--- config.mk ---
export PLATFORM = sky130hd
export DESIGN_NAME = dm_port_arbiter
export DESIGN_NICKNAME = d
export VERILOG_FILES = /design/src/rtl/dm_ctrl_pkg.sv /design/src/rtl/rr_arb2.sv /design/src/rtl/dm_port_arbiter.sv
export SDC_FILE = /design/constraint.sdc
export NUM_CORES = 1
export LEC_CHECK = 0
export CORE_AREA = 2 2 125 127
export CTS_CLUSTER_SIZE = 10
export DETAILED_ROUTE_END_ITERATION = 10
export DIE_AREA = 0 0 127 129
export PLACE_DENSITY_LB_ADDON = 0.15
export SYNTH_ARGS = -nofsm -noshare
export SYNTH_HDL_FRONTEND = slang
export SYNTH_HIERARCHICAL = 1
export SYNTH_SLANG_ARGS = --single-unit
--- constraint.sdc ---
create_clock -name clk -period 1.88 [get_ports clk]
set_clock_uncertainty 0.1 [all_clocks]
set_input_delay 0.376 -clock clk [delete_from_list [all_inputs] [get_ports clk]]
set_output_delay 0.376 -clock clk [all_outputs]
set_load 0.05 [all_outputs]
--- src/rtl/dm_ctrl_pkg.sv ---
`default_nettype none
// ============================================================================
// Module      : dm_ctrl_pkg
// Description : Shared types and constants for the data-memory port arbiter.
//               Holds the sequencer state encoding, the port indices and the
//               memory bus widths.
// Revision    : 1.0 - initial release
// ============================================================================
package dm_ctrl_pkg;

    typedef enum logic [1:0] {
        IDLE   = 2'd0,
        ACCESS = 2'd1,
        RESP   = 2'd2
    } state_t;

    localparam int PORT_CPU  = 0;
    localparam int PORT_IO   = 1;

    localparam int DM_ADDR_W = 32;
    localparam int DM_DATA_W = 32;

endpackage : dm_ctrl_pkg
`default_nettype wire

--- src/rtl/rr_arb2.sv ---
`default_nettype none
// ============================================================================
// Module      : rr_arb2
// Description : Two-requester round-robin arbiter (combinational).
//               A lone requester always wins; on a tie the port that did not
//               win most recently is granted.
// Ports       : req[1:0]   in  - per-port request
//               last       in  - index of the most recently granted port
//               grant[1:0] out - one-hot grant (all zero when idle)
//               valid      out - at least one port requests
// Revision    : 1.0 - initial release
// ============================================================================
module rr_arb2
    import dm_ctrl_pkg::*;
(
    input  logic [1:0] req,
    input  logic       last,
    output logic [1:0] grant,
    output logic       valid
);

    always_comb begin
        grant = req;
        if (req == 2'b11) begin
            grant = 2'b00;
            if (last) begin
                grant[PORT_CPU] = 1'b1;
            end else begin
                grant[PORT_IO]  = 1'b1;
            end
        end
    end

    assign valid = |req;

endmodule : rr_arb2
`default_nettype wire

--- src/rtl/dm_port_arbiter.sv ---
`default_nettype none
// ============================================================================
// Module      : dm_port_arbiter
// Description : Shares the single-ported data memory between the CPU
//               load/store unit (port 0) and the I/O/DMA engine (port 1).
//               One word access at a time: arbitrate, strobe the memory,
//               capture read data, then pulse a one-cycle acknowledge.
// Ports       : clk, reset_n          - clock, async active-low reset
//               req/wr[1:0]           - per-port request and op (1 = write)
//               addr0/1, wdata0/1     - per-port address and write data
//               ack[1:0], err, rdata  - completion pulse, status, read word
//               dm_cs/dm_rd/dm_wr     - memory strobes
//               dm_addr, dm_din       - memory address and write data
//               dm_dout, mrdy         - memory read data and read-ready
// Revision    : 1.0 - initial release
// ============================================================================
module dm_port_arbiter
    import dm_ctrl_pkg::*;
#(
    parameter int TIMEOUT = 15
)
(
    input  logic                 clk,
    input  logic                 reset_n,
    input  logic [1:0]           req,
    input  logic [1:0]           wr,
    input  logic [DM_ADDR_W-1:0] addr0,
    input  logic [DM_ADDR_W-1:0] addr1,
    input  logic [DM_DATA_W-1:0] wdata0,
    input  logic [DM_DATA_W-1:0] wdata1,
    output logic [1:0]           ack,
    output logic                 err,
    output logic [DM_DATA_W-1:0] rdata,
    output logic                 dm_cs,
    output logic                 dm_rd,
    output logic                 dm_wr,
    output logic [DM_ADDR_W-1:0] dm_addr,
    output logic [DM_DATA_W-1:0] dm_din,
    input  logic [DM_DATA_W-1:0] dm_dout,
    input  logic                 mrdy
);

    // Counter value seen in the last ACCESS cycle before a read gives up.
    localparam logic [7:0] c_TIMEOUT_LAST = 8'(TIMEOUT - 1);

    state_t               r_state;
    state_t               w_state_nxt;
    logic                 r_last;
    logic                 r_port;
    logic                 r_wr;
    logic                 r_err;
    logic [7:0]           r_tcnt;
    logic [DM_ADDR_W-1:0] r_addr;
    logic [DM_DATA_W-1:0] r_wdata;
    logic [DM_DATA_W-1:0] r_rdata;

    logic [1:0]           w_grant;
    logic                 w_gnt_valid;
    logic                 w_gnt_port;
    logic [DM_ADDR_W-1:0] w_sel_addr;
    logic [DM_DATA_W-1:0] w_sel_wdata;
    logic                 w_sel_wr;
    logic                 w_misaligned;
    logic                 w_latch;
    logic                 w_rd_capture;
    logic                 w_timeout;

    rr_arb2 u_arb (
        .req   (req),
        .last  (r_last),
        .grant (w_grant),
        .valid (w_gnt_valid)
    );

    assign w_gnt_port   = w_grant[PORT_IO];
    assign w_sel_addr   = w_grant[PORT_CPU] ? addr0  : addr1;
    assign w_sel_wdata  = w_grant[PORT_CPU] ? wdata0 : wdata1;
    assign w_sel_wr     = w_grant[PORT_CPU] ? wr[PORT_CPU] : wr[PORT_IO];
    assign w_misaligned = |w_sel_addr[1:0];

    // Next-state and sequencing decisions.
    always_comb begin
        w_state_nxt  = r_state;
        w_latch      = 1'b0;
        w_rd_capture = 1'b0;
        w_timeout    = 1'b0;
        case (r_state)
            IDLE: begin
                if (w_gnt_valid) begin
                    w_latch     = 1'b1;
                    // Misaligned accesses never touch the memory.
                    w_state_nxt = w_misaligned ? RESP : ACCESS;
                end
            end
            ACCESS: begin
                if (r_wr) begin
                    w_state_nxt = RESP;
                end else if (mrdy) begin
                    w_rd_capture = 1'b1;
                    w_state_nxt  = RESP;
                end else if (r_tcnt >= c_TIMEOUT_LAST) begin
                    w_timeout   = 1'b1;
                    w_state_nxt = RESP;
                end
            end
            RESP:    w_state_nxt = IDLE;
            default: w_state_nxt = IDLE;
        endcase
    end

    // Outputs decode from state so that an asynchronous reset drops the
    // strobes immediately, before any clock edge.
    always_comb begin
        dm_cs   = (r_state == ACCESS);
        dm_rd   = (r_state == ACCESS) && !r_wr;
        dm_wr   = (r_state == ACCESS) &&  r_wr;
        dm_addr = (r_state == IDLE) ? '0 : r_addr;
        dm_din  = (r_state == IDLE) ? '0 : r_wdata;
        ack     = 2'b00;
        err     = 1'b0;
        if (r_state == RESP) begin
            ack[r_port] = 1'b1;
            err         = r_err;
        end
    end

    assign rdata = r_rdata;

    always_ff @(posedge clk or negedge reset_n) begin
        if (!reset_n) begin
            r_state <= IDLE;
            r_last  <= 1'b1;
            r_port  <= 1'b0;
            r_wr    <= 1'b0;
            r_err   <= 1'b0;
            r_tcnt  <= 8'd0;
            r_addr  <= '0;
            r_wdata <= '0;
            r_rdata <= '0;
        end else begin
            r_state <= w_state_nxt;
            if (w_latch) begin
                r_port  <= w_gnt_port;
                r_last  <= w_gnt_port;
                r_addr  <= w_sel_addr;
                r_wdata <= w_sel_wdata;
                r_wr    <= w_sel_wr;
                r_err   <= w_misaligned;
                r_tcnt  <= 8'd0;
            end
            // Saturating wait counter for reads stalled on mrdy.
            if ((r_state == ACCESS) && !r_wr && !mrdy && (r_tcnt != 8'hFF)) begin
                r_tcnt <= r_tcnt + 8'd1;
            end
            if (w_rd_capture) begin
                r_rdata <= dm_dout;
            end
            if (w_timeout) begin
                r_err <= 1'b1;
            end
        end
    end

endmodule : dm_port_arbiter
`default_nettype wire

==> impl_results.md <==
* Final net count at 970
* Vert. Die Dim at 129 um
* Clock sink count at 110
* Seq/Total Area, Yosys at 0.500
* Syn Nets at 678
* Delay-heaviest family, CP: buffers and inverters
* Worst reg2reg path startpoint: r_state[1]$_DFFE_PN0P_
* Vias in the first global route at 4924
* Die Footprint at 16400 um^2
* Final Setup Violations at 65
* Cts bufs inserted at 9
* Logic pwr share at 0.623
* CTS tree: yes
* Worst slew margin at 0.682
* Worst Path Buf+Inv at 3
* CTS root buffer: clkbuf_16
* Final WS setup at -78.3 ps
* Hold WS at 371 ps
* Routed WL at 17000 um
* Measured slew at the worst slew-check pin at 477 ps
* Setup TNS at -3480 ps
* Top achievable clock speed at 511 MHz
* Sw Share at 0.449
* Vias per cell at 4.84
* Ratio of cells with drive above 1 in the final layout at 0.339
* Boundary pin count at 269
* Distinct cell type count after synthesis at 42
* Hold Path Class: flip-flop to flip-flop
* Final HPWL DP at 12000 um
* Routed len/inst at 17.1 um
* First drt pass iteration count at 4
* Power Dens Cells at 1650 nW/um^2
* Hold Path Cell Cnt at 2
* Largest fanout on the critical path at 8
* H-tree depth at 3
* Syn Area/Cell at 10.8 um^2
* Period utilization at 1.04
* R2R setup slack at 40 ps
* Cells after Synth at 509
* Crit path cell chain: nor2_4, buf_6, clkbuf_16, nor2b_2, buf_6
* Pint at 8.80 mW
* Crit path depth at 5
* Fillers at 1212
* Number of remaining DRC errors at 0
* Placed cells at 961
* Setup crit end kind: output port
* CP max stage delay at 430 ps
* Total power at 16.0 mW
* Area Overhead vs Synth at 75.5%
* DIE WIDTH at 127 um
* VDD IR max at 0.961 mV
* First-pass GRT wire length at 25200 um
* Pin count of the biggest net entering global routing at 42
* Clock share of power at 0.126
* Worst Hold End: r_err$_DFFE_PN0P_
* Clock Latency Late Sink at 340 ps
* Unrepaired setup endpoints after global routing: true
* Overall overflow remaining after global route at 0
* Worst path most repeated cell: buf_6
* Finished Layout Cells at 994
* Detail Route Antenna Nets at 0
* Fin. max-slew vios at 0
* Min Tclk post-route at 1960 ps
* Post-Syn Area at 5500 um^2
* Worst reg2reg endpoint: r_addr[23]$_DFFE_PN0P_
* Multi-input gate area at 2860 um^2
* Slowest CP cell: dfrtp_2
* Crit path DAT at 1480 ps
* Critical path class: flip-flop to output port
* # rows at 45
* Syn. warnings at 6
* Setup crit start: r_state[1]$_DFFE_PN0P_
* CP startpoint kind: flip-flop
* Violated checks: setup timing
* Initial Util at 0.368
* Outcome: finished, violations left
* Total inserted antenna cells at 0
* Clock Tree Buf Depth at 2
* GRT Overall Usage at 0.195
* Initial antenna violation count at 0
* HP Start: r_err$_DFFE_PN0P_
* Port Buf Inserts at 268
* Final Hold Vio Count at 0
* Synthesized flop and latch total at 110
* NetSw at 7.17 mW
* Initial drt markers at 143
* Sequential power share at 0.251
* CORE AREA at 15000 um^2
* Worst Reg-to-Reg Cells at 8
* Max Cap Viol at 0
* Required time of the critical path at 1400 ps
* P_leak at 4.31 nW
* RePlAce Congestion at 0.755
* Via count at 4813
* CTS clk-pin slew, worst paths at 70 ps
* Register Area at 2760 um^2
## power groups by stage
stage / clock, mW / combinational (mW) / sequential, mW
floorplan: 0 / 4.61 / 5.07
global placement: 0 / 8.47 / 3.98
detailed placement: 0 / 8.54 / 4.04
CTS: 2.06 / 9.19 / 3.98
global route: 2.18 / 10.4 / 4.15
finish: 2.01 / 9.96 / 4.01
## layout make-up
cell class              count  area share
inverters                   4     0.00155
clock buffers              11      0.0262
flip-flops and latches    110       0.285
multi-input cells         361       0.296
repair buffers            315       0.359
well taps                 188      0.0243
clock inverters             5     0.00686
## metal layers
layer,vias to the layer above,wire length (um),share of wire,GRT usage
met5,-,0,0,0
met4,0,380,0.022,0.0608
met3,23,1320,0.078,0.0553
met2,206,8200,0.48,0.330
met1,2267,7100,0.42,0.243
li1,2317,-,-,-
## registers in the layout, indices dropped and copies added, names as in the netlist
| name | flops |
|---|---|
| r_addr | 32 |
| r_err | 1 |
| r_last | 1 |
| r_port | 1 |
| r_state | 2 |
| r_tcnt | 8 |
| r_wdata | 32 |
| r_wr | 1 |
| rdata | 32 |
## through the flow
stage	setup WS (ps)	util	area (um^2)
2_1_floorplan	-176	-	5670
3_3_place_gp	-83.2	0.577	8640
3_5_place_dp	-125	0.577	8640
4_1_cts	-87.0	0.620	9280
5_1_grt	-124	0.645	9660
6_report	-78.3	0.645	9660
## repair_timing
action | CTS | global route
resized for setup | 56 | 57
setup endpoints to repair | 66 | 70
pin swaps | 1 | 1
hold buffers | 1 | 0
cloned | 2 | 6
hold endpoints to repair | 29 | 0
setup buffers | 7 | 1
## synth_stat cells (all sizes together)
master,n,area (um^2)
a21boi,2,15.0
a21oi,6,30.0
a22oi,1,7.51
a31oi,2,12.5
a41oi,1,8.76
and2,4,25.0
and3,1,6.26
and3b,2,17.5
and4,1,8.76
buf,19,156
clkbuf,15,56.3
dfrtp,109,2730
dfstp,1,26.3
ha,2,25.0
inv,4,15.0
mux2,32,473
mux2i,65,651
nand2,78,295
nand2b,1,6.26
nand3,8,40.0
nand4,1,6.26
nor2,5,18.8
nor2b,65,407
nor3,2,10.0
nor3b,2,20.0
nor4,1,6.26
nor4b,1,23.8
o211ai,1,7.51
o21a,2,15.0
o21ai,71,359
o221ai,1,8.76
o22ai,1,6.26
or2,1,6.26
or3,1,6.26
## placed cells by master, fill, tap and decap left out, types with 4 or more instances in the layout
cell / netlist / layout
nor2b_2: 0 / 37
mux2i_1: 65 / 65
o21ai_1: 12 / 14
buf_6: 1 / 61
nor2b_4: 0 / 26
dfrtp_1: 109 / 107
o21ai_0: 58 / 56
buf_8: 0 / 8
clkbuf_16: 0 / 14
buf_12: 3 / 22
inv_1: 4 / 4
nand2_1: 77 / 76
clkdlybuf4s50_1: 0 / 165
nand3_1: 8 / 8
buf_4: 4 / 51
mux2_4: 30 / 30
nor2_1: 5 / 4
a21oi_1: 6 / 5
## worst reg2reg max path: cells and delay by family, from the launching register on
family                 cells  cell delay (ps)
AND/OR/NAND/NOR            3              390
AO/OA/AOI/OAI              1              100
flip-flops                 1              430
buffers and inverters      4              690
## how the worst max path moves through the flow
stage / endpoint / slack, ps
final: dm_din[11] / -80
after global routing: dm_din[11] / -120
after CTS: dm_din[27] / -90
after detailed placement: r_state[1]$_DFFE_PN0P_ / -120
after global placement: r_state[1]$_DFFE_PN0P_ / -80
after floorplan: dm_addr[12] / -180
## logic make-up (layout without fill, tap and decap cells)
group,after synthesis,in the layout,share of synthesized area
and+or+nand+nor,174,174,0.164
DFF,110,110,0.500
muxes,97,97,0.204
AOI/OAI and AO/OA,88,88,0.0855
buffers and inverters,38,335,0.0414
adders and majority gates,2,2,0.00455
(Power assumes the default switching activity.)
